`config.mk`:
```
export PLATFORM = sky130hd
export DESIGN_NAME = ifu_prefetch
export DESIGN_NICKNAME = d
export VERILOG_FILES = /design/src/rtl/ifu_prefetch_pkg.sv /design/src/rtl/gnrl_dfflr.sv /design/src/rtl/ifu_pfq_fifo.sv /design/src/rtl/ifu_prefetch.sv
export SDC_FILE = /design/constraint.sdc
export NUM_CORES = 1
export LEC_CHECK = 0
export BUFFER_PORTS_ARGS = -buffer_cell sky130_fd_sc_hd__buf_4
export CORE_UTILIZATION = 30
export CTS_CLUSTER_DIAMETER = 150
export DETAILED_ROUTE_END_ITERATION = 7
export GPL_TIMING_DRIVEN = 0
export PLACE_DENSITY = 0.56
export SLEW_MARGIN = 20
export SYNTH_ARGS = -nofsm -noshare
export SYNTH_HDL_FRONTEND = slang
export SYNTH_HIERARCHICAL = 1
export SYNTH_SLANG_ARGS = --single-unit
```
`constraint.sdc`:
```
create_clock -name clk -period 4.4 [get_ports clk]
set_input_delay 0.22 -clock clk [delete_from_list [all_inputs] [get_ports clk]]
set_output_delay 0.22 -clock clk [all_outputs]
set_load 0.01 [all_outputs]
```
`src/rtl/ifu_prefetch_pkg.sv`:
```
// Shared constants for the prefetching fetch unit.
// Widths here are the default parameter values of ifu_prefetch.
package ifu_prefetch_pkg;

  localparam int PC_SIZE    = 32;
  localparam int INSTR_SIZE = 32;
  localparam logic [INSTR_SIZE-1:0] INSTR_NOP = 32'h0000_0013;

  // Bits needed to hold a count in the range 0..n.
  function automatic int unsigned cnt_w(input int unsigned n);
    return $clog2(n + 1);
  endfunction

endpackage

```
`src/rtl/gnrl_dfflr.sv`:
```
// Generic load-enable flop bank, asynchronous active-low reset to zero.
module gnrl_dfflr #(
  parameter int DW = 32
) (
  input  logic          clk,
  input  logic          rst_n,
  input  logic          i_lden,
  input  logic [DW-1:0] i_dnxt,
  output logic [DW-1:0] o_qout
);

  always_ff @(posedge clk or negedge rst_n) begin
    if (!rst_n) begin
      o_qout <= '0;
    end else if (i_lden) begin
      o_qout <= i_dnxt;
    end
  end

endmodule

```
`src/rtl/ifu_pfq_fifo.sv`:
```
// Prefetch queue: circular buffer with one-bit-wider pointers so full and
// empty are distinguishable; flush drops every entry in one cycle.
module ifu_pfq_fifo #(
  parameter int WIDTH = 64,
  parameter int DEPTH = 4
) (
  input  logic                       clk,
  input  logic                       rst_n,
  input  logic                       i_push,
  input  logic                       i_pop,
  input  logic                       i_flush,
  input  logic [WIDTH-1:0]           i_data,
  output logic [WIDTH-1:0]           o_data,
  output logic [$clog2(DEPTH+1)-1:0] o_cnt
);

  localparam int AW = $clog2(DEPTH);

  logic [AW:0]                  r_wr_ptr;
  logic [AW:0]                  r_rd_ptr;
  logic [AW:0]                  w_wr_nxt;
  logic [AW:0]                  w_rd_nxt;
  logic                         w_wr_en;
  logic                         w_rd_en;
  logic [DEPTH-1:0][WIDTH-1:0]  w_mem;

  assign w_wr_en  = i_flush | i_push;
  assign w_rd_en  = i_flush | i_pop;
  assign w_wr_nxt = i_flush ? '0 : r_wr_ptr + 1'b1;
  assign w_rd_nxt = i_flush ? '0 : r_rd_ptr + 1'b1;

  gnrl_dfflr #(.DW(AW+1)) u_wr_ptr (
    .clk(clk), .rst_n(rst_n), .i_lden(w_wr_en), .i_dnxt(w_wr_nxt), .o_qout(r_wr_ptr)
  );

  gnrl_dfflr #(.DW(AW+1)) u_rd_ptr (
    .clk(clk), .rst_n(rst_n), .i_lden(w_rd_en), .i_dnxt(w_rd_nxt), .o_qout(r_rd_ptr)
  );

  // Payload storage is not reset; the head is only looked at when cnt != 0.
  generate
    for (genvar gi = 0; gi < DEPTH; gi++) begin : g_entry
      logic [WIDTH-1:0] r_entry;
      always_ff @(posedge clk) begin
        if (i_push && !i_flush && (r_wr_ptr[AW-1:0] == AW'(gi))) begin
          r_entry <= i_data;
        end
      end
      assign w_mem[gi] = r_entry;
    end
  endgenerate

  assign o_data = w_mem[r_rd_ptr[AW-1:0]];
  assign o_cnt  = r_wr_ptr - r_rd_ptr;

endmodule

```
`src/rtl/ifu_prefetch.sv`:
```
// Sequential instruction prefetcher: up to MAX_OUTSTD bus requests in flight,
// in-order responses buffered with their PC in a DEPTH-entry queue.
module ifu_prefetch
  import ifu_prefetch_pkg::*;
#(
  parameter int PC_W       = PC_SIZE,
  parameter int INSTR_W    = INSTR_SIZE,
  parameter int DEPTH      = 4,
  parameter int MAX_OUTSTD = 2
) (
  input  logic                              clk,
  input  logic                              rst_n,
  input  logic [PC_W-1:0]                   pc_rtvec,
  output logic                              ifu_req_valid,
  input  logic                              ifu_req_ready,
  output logic [PC_W-1:0]                   ifu_req_pc,
  input  logic                              ifu_rsp_valid,
  output logic                              ifu_rsp_ready,
  input  logic [INSTR_W-1:0]                ifu_rsp_instr,
  output logic                              ifu_o_valid,
  input  logic                              ifu_o_ready,
  output logic [INSTR_W-1:0]                ifu_o_ir,
  output logic [PC_W-1:0]                   ifu_o_pc,
  input  logic                              pipe_flush_req,
  input  logic [PC_W-1:0]                   pipe_flush_pc,
  output logic                              pipe_flush_ack,
  output logic [$clog2(MAX_OUTSTD+1)-1:0]   ifu_outstd
);

  localparam int OW = cnt_w(MAX_OUTSTD);
  localparam int CW = cnt_w(DEPTH);
  localparam int SW = cnt_w(DEPTH + MAX_OUTSTD);
  localparam int QW = PC_W + INSTR_W;

  logic              r_run;
  logic [PC_W-1:0]   r_fetch_pc;
  logic [PC_W-1:0]   r_rsp_pc;
  logic [OW-1:0]     r_outstd;
  logic [OW-1:0]     r_drop_cnt;

  logic [CW-1:0]     w_cnt;
  logic [QW-1:0]     w_head;
  logic [SW-1:0]     w_credit_used;
  logic [PC_W-1:0]   w_flush_pc;
  logic [PC_W-1:0]   w_rtvec;
  logic              w_req_hsk;
  logic              w_rsp_hsk;
  logic              w_o_hsk;
  logic              w_drop;
  logic              w_push;
  logic              w_pop;

  logic              w_fetch_en;
  logic [PC_W-1:0]   w_fetch_nxt;
  logic              w_rsp_pc_en;
  logic [PC_W-1:0]   w_rsp_pc_nxt;
  logic              w_outstd_en;
  logic [OW-1:0]     w_outstd_nxt;
  logic              w_drop_en;
  logic [OW-1:0]     w_drop_nxt;

  assign w_flush_pc = pipe_flush_pc & ~PC_W'(3);
  assign w_rtvec    = pc_rtvec & ~PC_W'(3);

  // Slots already spoken for: buffered entries plus responses that will be kept.
  assign w_credit_used = SW'(w_cnt) + SW'(r_outstd) - SW'(r_drop_cnt);

  assign ifu_req_valid = r_run & ~pipe_flush_req
                       & (r_outstd < OW'(MAX_OUTSTD))
                       & (w_credit_used < SW'(DEPTH));
  assign ifu_req_pc    = r_fetch_pc;
  assign ifu_rsp_ready = 1'b1;
  assign pipe_flush_ack = 1'b1;
  assign ifu_outstd    = r_outstd;

  assign w_req_hsk = ifu_req_valid & ifu_req_ready;
  assign w_rsp_hsk = ifu_rsp_valid;
  assign w_o_hsk   = ifu_o_valid & ifu_o_ready;
  assign w_drop    = w_rsp_hsk & (r_drop_cnt != '0);
  assign w_push    = w_rsp_hsk & ~w_drop & ~pipe_flush_req;
  assign w_pop     = w_o_hsk & ~pipe_flush_req;

  // The reset vector is captured on the first clock after reset release,
  // which is also the edge that sets run.
  assign w_fetch_en  = pipe_flush_req | ~r_run | w_req_hsk;
  assign w_fetch_nxt = pipe_flush_req ? w_flush_pc :
                       (~r_run ? w_rtvec : r_fetch_pc + PC_W'(4));

  assign w_rsp_pc_en  = pipe_flush_req | ~r_run | w_push;
  assign w_rsp_pc_nxt = pipe_flush_req ? w_flush_pc :
                        (~r_run ? w_rtvec : r_rsp_pc + PC_W'(4));

  assign w_outstd_en  = w_req_hsk | w_rsp_hsk;
  assign w_outstd_nxt = r_outstd + OW'(w_req_hsk) - OW'(w_rsp_hsk);

  assign w_drop_en  = pipe_flush_req | w_drop;
  assign w_drop_nxt = pipe_flush_req ? (r_outstd - OW'(w_rsp_hsk)) : (r_drop_cnt - 1'b1);

  gnrl_dfflr #(.DW(1)) u_run (
    .clk(clk), .rst_n(rst_n), .i_lden(~r_run), .i_dnxt(1'b1), .o_qout(r_run)
  );

  gnrl_dfflr #(.DW(PC_W)) u_fetch_pc (
    .clk(clk), .rst_n(rst_n), .i_lden(w_fetch_en), .i_dnxt(w_fetch_nxt), .o_qout(r_fetch_pc)
  );

  gnrl_dfflr #(.DW(PC_W)) u_rsp_pc (
    .clk(clk), .rst_n(rst_n), .i_lden(w_rsp_pc_en), .i_dnxt(w_rsp_pc_nxt), .o_qout(r_rsp_pc)
  );

  gnrl_dfflr #(.DW(OW)) u_outstd (
    .clk(clk), .rst_n(rst_n), .i_lden(w_outstd_en), .i_dnxt(w_outstd_nxt), .o_qout(r_outstd)
  );

  gnrl_dfflr #(.DW(OW)) u_drop_cnt (
    .clk(clk), .rst_n(rst_n), .i_lden(w_drop_en), .i_dnxt(w_drop_nxt), .o_qout(r_drop_cnt)
  );

  ifu_pfq_fifo #(.WIDTH(QW), .DEPTH(DEPTH)) u_pfq (
    .clk     (clk),
    .rst_n   (rst_n),
    .i_push  (w_push),
    .i_pop   (w_pop),
    .i_flush (pipe_flush_req),
    .i_data  ({r_rsp_pc, ifu_rsp_instr}),
    .o_data  (w_head),
    .o_cnt   (w_cnt)
  );

  // Head fields are forced to zero while empty so idle outputs read as 0.
  assign ifu_o_valid = (w_cnt != '0);
  assign ifu_o_pc    = ifu_o_valid ? w_head[QW-1:INSTR_W] : '0;
  assign ifu_o_ir    = ifu_o_valid ? w_head[INSTR_W-1:0] : '0;

endmodule

```
# [After elaboration in Yosys (flattened, before gate mapping)]
# Cells that the tools add are included.
[classes] n_div=0 n_reduce_logical=9 multipliers=0 shift=0 muxes=11 bitwise=19 eq_ne=3 order_cmp=3 n_addsub=11
[ops] cell="32-bit two-way mux" count=6
[ops] cell="64-bit binary-select mux with 2-bit select" count=1
[ops] cell="32-bit by 3-bit adder with 32-bit output (second input constant)" count=2
[ops] cell="64-bit two-way mux" count=1
[ops] cell="1-bit bitwise AND" count=9
[ops] cell="1-bit OR" count=7
[ops] cell="3-bit by 1-bit adder with 3-bit output (second input constant)" count=2
[ops] cell="3-bit two-way mux" count=2
[ops] cell="1-bit logical AND" count=5
[ops] cell="2-bit == test (second input constant)" count=2
[ops] cell="2-bit by 1-bit subtractor with 2-bit output" count=2
[ops] cell="3-bit by 2-bit adder with 3-bit output" count=1
[ops] cell="2-bit by 3-bit less-than comparator with 1-bit output (second input constant)" count=1
[ops] cell="3-bit less-than comparator (second input constant)" count=1
[ops] cell="1-bit inverter" count=3
[ops] cell="3-bit nonzero test" count=1
[ops] cell="3-bit by 2-bit subtractor with 3-bit output" count=1
[ops] cell="3-bit subtractor" count=1
[ops] cell="2-bit by 1-bit adder with 2-bit output" count=1
[ops] cell="2-bit by 1-bit == test with 1-bit output (second input constant)" count=1
[ops] cell="2-bit zero test" count=1
[ops] cell="2-bit less-than comparator (second input constant)" count=1
[ops] cell="2-bit two-way mux" count=1
[ops] cell="2-bit nonzero test" count=1
[ops] cell="2 further kinds" count=2
[word_totals] latchBits=0 romBits=0 n_memories=0 ff_bits=331 mem_bits_rw=0 out_inout_bits=102

# [Depth between registers and ports, before layout]
[logic_depth] depth_word=8 ltp_mapped=16

# [Modules after synthesis]
# Netlist, hierarchy kept.
[modules_own_cells] module="ifu_pfq_fifo" area_per_inst_um2=9455.3 instances=1 cells_each=362
[modules_own_cells] module="ifu_prefetch" area_per_inst_um2=2770.2 instances=1 cells_each=434
[modules_own_cells] module="gnrl_dfflr (u_fetch_pc ...)" area_per_inst_um2=1345.0 instances=2 cells_each=68
[modules_own_cells] module="gnrl_dfflr (u_pfq.u_rd_ptr ...)" area_per_inst_um2=108.9 instances=2 cells_each=6
[modules_own_cells] module="gnrl_dfflr (u_drop_cnt ...)" area_per_inst_um2=72.6 instances=2 cells_each=4
[modules_own_cells] module="gnrl_dfflr (u_run)" area_per_inst_um2=40.0 instances=1 cells_each=2

# [Least setup slack after synthesis]
# OpenSTA, ideal clock, no wires.
[synth_path] path_type="flip-flop to flip-flop" startpoint="reg u_pfq.u_wr_ptr.o_qout[0]" endpoint="reg u_outstd.o_qout[1]" path_slack_ns=0.517 t_arrival_ns=3.759 path_stages_with_launch=17 required_ns=4.275 synth_period_minus_slack_ns=3.883 cell_sequence="dfrtp_1 > inv_1 > ha_1 > fa_1 > inv_1 > inv_1 > fa_1 > inv_1 > ha_1 > a31oi_1 > xnor2_1 > or4b_1 > ha_1 > ha_1 > xnor2_1 > xnor2_1 > mux2_2"
[synth_between] elab_chain_cells=8 elab_cells_between_ends=9 cone_classes="add/sub: 5; order compare: 1; bitwise: 3"
[synth_lines] element="from (decl)" line="gnrl_dfflr.sv:9" rtl="output logic [DW-1:0] o_qout"
[synth_lines] element="from (signal assigned)" line="gnrl_dfflr.sv:16" rtl="o_qout <= i_dnxt;"
[synth_lines] element="3-bit subtractor" line="ifu_pfq_fifo.sv:54" rtl="assign o_cnt = r_wr_ptr - r_rd_ptr;"
[synth_lines] element="net w_cnt[1]" line="ifu_prefetch.sv:41" rtl="logic [CW-1:0] w_cnt;"
[synth_lines] element="3-bit by 2-bit adder with 3-bit output" line="ifu_prefetch.sv:66" rtl="assign w_credit_used = SW'(w_cnt) + SW'(r_outstd) - SW'(r_drop_cnt);"
[synth_lines] element="3-bit by 2-bit subtractor with 3-bit output" line="ifu_prefetch.sv:66"
[synth_lines] element="3-bit less-than comparator" line="ifu_prefetch.sv:70" rtl="& (w_credit_used < SW'(DEPTH));"
[synth_lines] element="1-bit bitwise AND" line="ifu_prefetch.sv:70"
[synth_lines] element="1-bit bitwise AND" line="ifu_prefetch.sv:76" rtl="assign w_req_hsk = ifu_req_valid & ifu_req_ready;"
[synth_lines] element="2-bit by 1-bit adder with 2-bit output" line="ifu_prefetch.sv:94" rtl="assign w_outstd_nxt = r_outstd + OW'(w_req_hsk) - OW'(w_rsp_hsk);"
[synth_lines] element="2-bit by 1-bit subtractor with 2-bit output" line="ifu_prefetch.sv:94"
[synth_lines] element="net w_outstd_nxt[1]" line="ifu_prefetch.sv:58" rtl="logic [OW-1:0] w_outstd_nxt;"
[synth_lines] element="to (signal assigned)" line="gnrl_dfflr.sv:16"
[synth_lines] element="to (decl)" line="gnrl_dfflr.sv:9"
# The timed path passes the listed nets, and every way through them passes these cells.
# A chain may end at the register's enable or synchronous reset.

# [Worst setup path after layout]
[layout_path] startpoint="reg u_pfq.u_rd_ptr.o_qout[0]" endpoint="reg u_outstd.o_qout[1]"
[layout_between] elab_chain_cells=8 elab_cells_between_ends=9 cone_classes="add/sub: 5; order compare: 1; bitwise: 3"
[layout_lines] element="from (decl)" line="gnrl_dfflr.sv:9"
[layout_lines] element="from (signal assigned)" line="gnrl_dfflr.sv:16"
[layout_lines] element="3-bit subtractor" line="ifu_pfq_fifo.sv:54"
[layout_lines] element="net w_cnt[1]" line="ifu_prefetch.sv:41"
[layout_lines] element="3-bit by 2-bit adder with 3-bit output" line="ifu_prefetch.sv:66"
[layout_lines] element="3-bit by 2-bit subtractor with 3-bit output" line="ifu_prefetch.sv:66"
[layout_lines] element="3-bit less-than comparator" line="ifu_prefetch.sv:70"
[layout_lines] element="1-bit bitwise AND" line="ifu_prefetch.sv:70"
[layout_lines] element="1-bit bitwise AND" line="ifu_prefetch.sv:76"
[layout_lines] element="2-bit by 1-bit adder with 2-bit output" line="ifu_prefetch.sv:94"
[layout_lines] element="2-bit by 1-bit subtractor with 2-bit output" line="ifu_prefetch.sv:94"
[layout_lines] element="net w_outstd_nxt[1]" line="ifu_prefetch.sv:58"
# The timed path passes the listed nets, and every way through them passes these cells.

==> results by group <==
Floorplan
  • Core area: 50300 sq um
  • Die X: 228 microns
  • Die height: 228 microns
  • Die ar.: a little over 50000 sq um
  • I/O pin total: 204
  • Rows: just over 80
  • Starting Density: 30.5%

Finish
  • Commonest non-fill, non-tap cell in the layout: edfxtp_1
  • Share of layout cells above drive strength 1: between 30% and 40%
  • Most frequent cells in the layout: 256 x edfxtp_1, 200 x buf_4, 74 x dfrtp_1, 71 x and2_1, 64 x mux4_2
  • Nets: between 1000 and 1500
  • Final core occ: 38.8%
  • Area Growth Syn to Fin: 27.4%
  • Antenna cells: 0

STA
  • Setup Skew: 0.0291 ns
  • Worst-margin pin slew: 0.770 ns
  • Final worst slack: 0.326 ns
  • RSZ-0062 raised after global routing: no
  • Hold_ws: 0.0478 ns
  • Setup TNS: 0 ns
  • Min Tclk post-route: ~4.1 ns
  • Final hold vios: 0
  • Final max-slew violation count: 0
  • # setup viols final: 0
  • Fmax: 0.245 GHz
  • Period utilisation layout: ~93%
  • Worst slew margin: 48.6%

Routing
  • DRC errors left: 0
  • DR vias: slightly above 9000
  • DRT iter0 DRCs: 562
  • Final antenna-violating net count: 0
  • Drt pass-1 iters: 4
  • Wirelength per Cell: 20.0 microns
  • Via-to-Cell Ratio: 4.71
  • WL final: 38800 microns

Synth
  • Yosys top cell area share: between 50 and 60%
  • EDFF count, synth: 256
  • Gate Count Post-Synth: 954
  • Synth top area cells: edfxtp_1 50%, dfrtp_1 12%, mux4_2 9.4%
  • Avg Cell Area, Syn: 16.1 sq um
  • Mapped cell area: 15300 sq um
  • FF+latch count, synth: 331
  • Synth area leader: edfxtp_1
  • Synth Warn #: 6
  • Post-synthesis sequential area ratio: 62.4%
  • Async S/R FF share, synth: a little under a quarter
  • Unique masters post-synth: 50
  • Synth Flop Type: edfxtp_1

Clock tree
  • CTS sink cnt: 331
  • H-tree depth: 2
  • Root Driver: clkbuf_16
  • Worst skew pair latency: 0.56 ns
  • Max clock buf depth: 3
  • CTS buffer count: 39
  • TritonCTS clock tree: yes
  • Clock slew at reported path FFs: roughly 0.060 ns

Critical path
  • Worst EP arrival: 4.52 ns
  • CP required: 4.84 ns
  • Critical path class: flop to flop
  • R2R setup slack: 0.33 ns
  • CP max FO: 5
  • Nature of the critical path startpoint: flop
  • R2R depth: 15
  • Worst setup EP type: flop
  • FF-to-FF End: u_outstd/o_qout[1]
  • Reg-to-reg startpoint: u_pfq/u_rd_ptr/o_qout[0]

Worst hold path
  • Worst hold path depth: 3
  • Worst hold path class: input pin to flop
  • Worst Hold End: u_fetch_pc/o_qout[14]
  • Hold_sp: pipe_flush_pc[14]

Power
  • Internal: 8.76 mW
  • Sequential Power Share: 34.8%
  • Switching Share: 33.7%
  • Clock Power Share: a little over a quarter
  • Power Dens Cells: around 680 nW/um^2
  • Logic pwr share: 38.5%
  • NetSw: between 4 and 5 mW
  • Peak supply drop: ~280 uV
  • Pleak: 7.32 nW

Job
  • Max Cap Violations: 0

GRT
  • First-pass GRT wire length: between 50000 and 60000 microns
  • Largest net degree at the start of global routing: 76
  • Vias in the first global route: between 9000 and 10000
  • Initial antenna violation count: 0
  • GRT Util Overall: 15.0%
  • GRT Residual Overflow: 0

Place
  • Detail Placement HPWL: 26800 microns
  • Post-placement setup slack: 0.267 ns
  • Port bufs: around 200
  • RD Place Congestion: 0.821

Status
  • Status: finished clean
-- state kept, by name (all words and copies together) (netlist names) --
| signal | count |
|---|---|
| u_pfq/g_entry.r_entry | 256 |
| u_fetch_pc/o_qout | 32 |
| u_pfq/u_wr_ptr/o_qout | 3 |
| u_drop_cnt/o_qout | 2 |
| u_outstd/o_qout | 2 |
| u_pfq/u_rd_ptr/o_qout | 3 |
| u_rsp_pc/o_qout | 32 |
| u_run/o_qout | 1 |
-- synth_stat cells (2+ instances only) --
library cell	n
a21o_1	5
a21oi_1	14
a22o_1	4
a22oi_1	16
a31oi_1	8
and2_1	75
and3_1	8
and4_1	10
and4_4	2
buf_12	6
buf_2	12
buf_4	4
buf_6	9
clkbuf_1	21
dfrtp_1	75
edfxtp_1	256
fa_1	2
ha_1	15
inv_1	23
mux2_2	14
mux2_4	61
mux2i_1	2
mux4_2	64
nand2_1	26
nand3_1	19
nand3b_1	2
nand4_1	10
nand4_4	2
nor2_1	29
nor2b_1	4
nor3_1	12
nor4_1	4
nor4_2	4
o21a_1	2
o21ai_0	21
o21ai_1	25
o21bai_1	15
or2_2	2
xnor2_1	37
xor2_1	24
-- cell type report --
cell class,instances,area [sq um]
plain buffers,51,387
clock buffers,44,1000
clock inverters,28,413
fillers,4752,30800
inverters,24,90.1
multi-input cells,549,5300
flip-flops and latches,331,9570
well taps,672,841
repair buffers,236,1920
-- power groups by stage --
stage / clock, mW / combinational [mW] / sequential [mW]
2_1_floorplan: 0 / 3.03 / 4.49
3_3_place_gp: 0 / 5.15 / 4.64
3_5_place_dp: 0 / 5.19 / 4.66
4_1_cts: 3.63 / 5.23 / 4.60
5_1_grt: 3.74 / 5.57 / 4.69
6_report: 3.53 / 5.09 / 4.60
-- worst max-delay path by stage --
stage	end	cells past startpoint	slack [ns]	from
CTS	u_outstd/o_qout[1]	16	0.23	u_pfq/u_wr_ptr/o_qout[0]
floorplan	u_outstd/o_qout[1]	16	0.52	u_pfq/u_wr_ptr/o_qout[0]
global route	u_outstd/o_qout[1]	16	0.07	u_pfq/u_wr_ptr/o_qout[0]
finish	u_outstd/o_qout[1]	15	0.33	u_pfq/u_rd_ptr/o_qout[0]
global placement	u_pfq/g_entry[3].r_entry[19]	7	-0.70	pipe_flush_req
detailed placement	u_outstd/o_qout[1]	16	0.27	u_pfq/u_wr_ptr/o_qout[0]
-- layer usage --
layer | wire length (microns) | global-route usage, % | vias up
li1 | - | - | 4201
met1 | 17700 | 20.4 | 4578
met2 | 18200 | 24.0 | 276
met3 | 1820 | 2.56 | 64
met4 | 1050 | 5.45 | 0
met5 | 0 | 0 | -
-- kinds of logic (layout without fill, tap and decap cells) --
family,Yosys count,count (layout),synth area share (%)
compound gates,110,110,4.38
buf+inv,76,383,3.14
simple gates,217,217,8.50
mux,141,141,16.5
other cells,1,3,0.0245
fa+ha+maj,17,17,1.49
flops,331,331,62.4
xor+xnor,61,61,3.49
-- worst max-delay path: stages, from the launching register on --
cell	delay, ns
dfrtp_1	0.48
ha_1	0.24
fa_1	0.44
inv_1	0.10
inv_1	0.06
fa_1	0.47
inv_1	0.04
ha_1	0.27
a31oi_1	0.19
xnor2_1	0.10
or4b_4	0.55
ha_1	0.30
ha_1	0.19
xnor2_1	0.13
xnor2_1	0.12
mux2_2	0.26
-- stage by stage --
stage	total power [mW]	instance area, sq um	std cells
final	13.2	19500	1935
after global placement	9.79	17600	1825
after detailed placement	9.85	17700	1829
after CTS	13.5	19500	1935
after floorplan	7.52	15300	956
after global routing	14.0	19500	1935
-- repair_timing --
action                                  in CTS  in global routing
endpoints found under the hold margin      205                  0
resized for setup                            0                  2
pin swaps                                    0                  0
setup buffers                                0                  0
hold buffers                                35                  0
endpoints found under the setup margin       3                  1
Power figures use the tool's default switching activity.
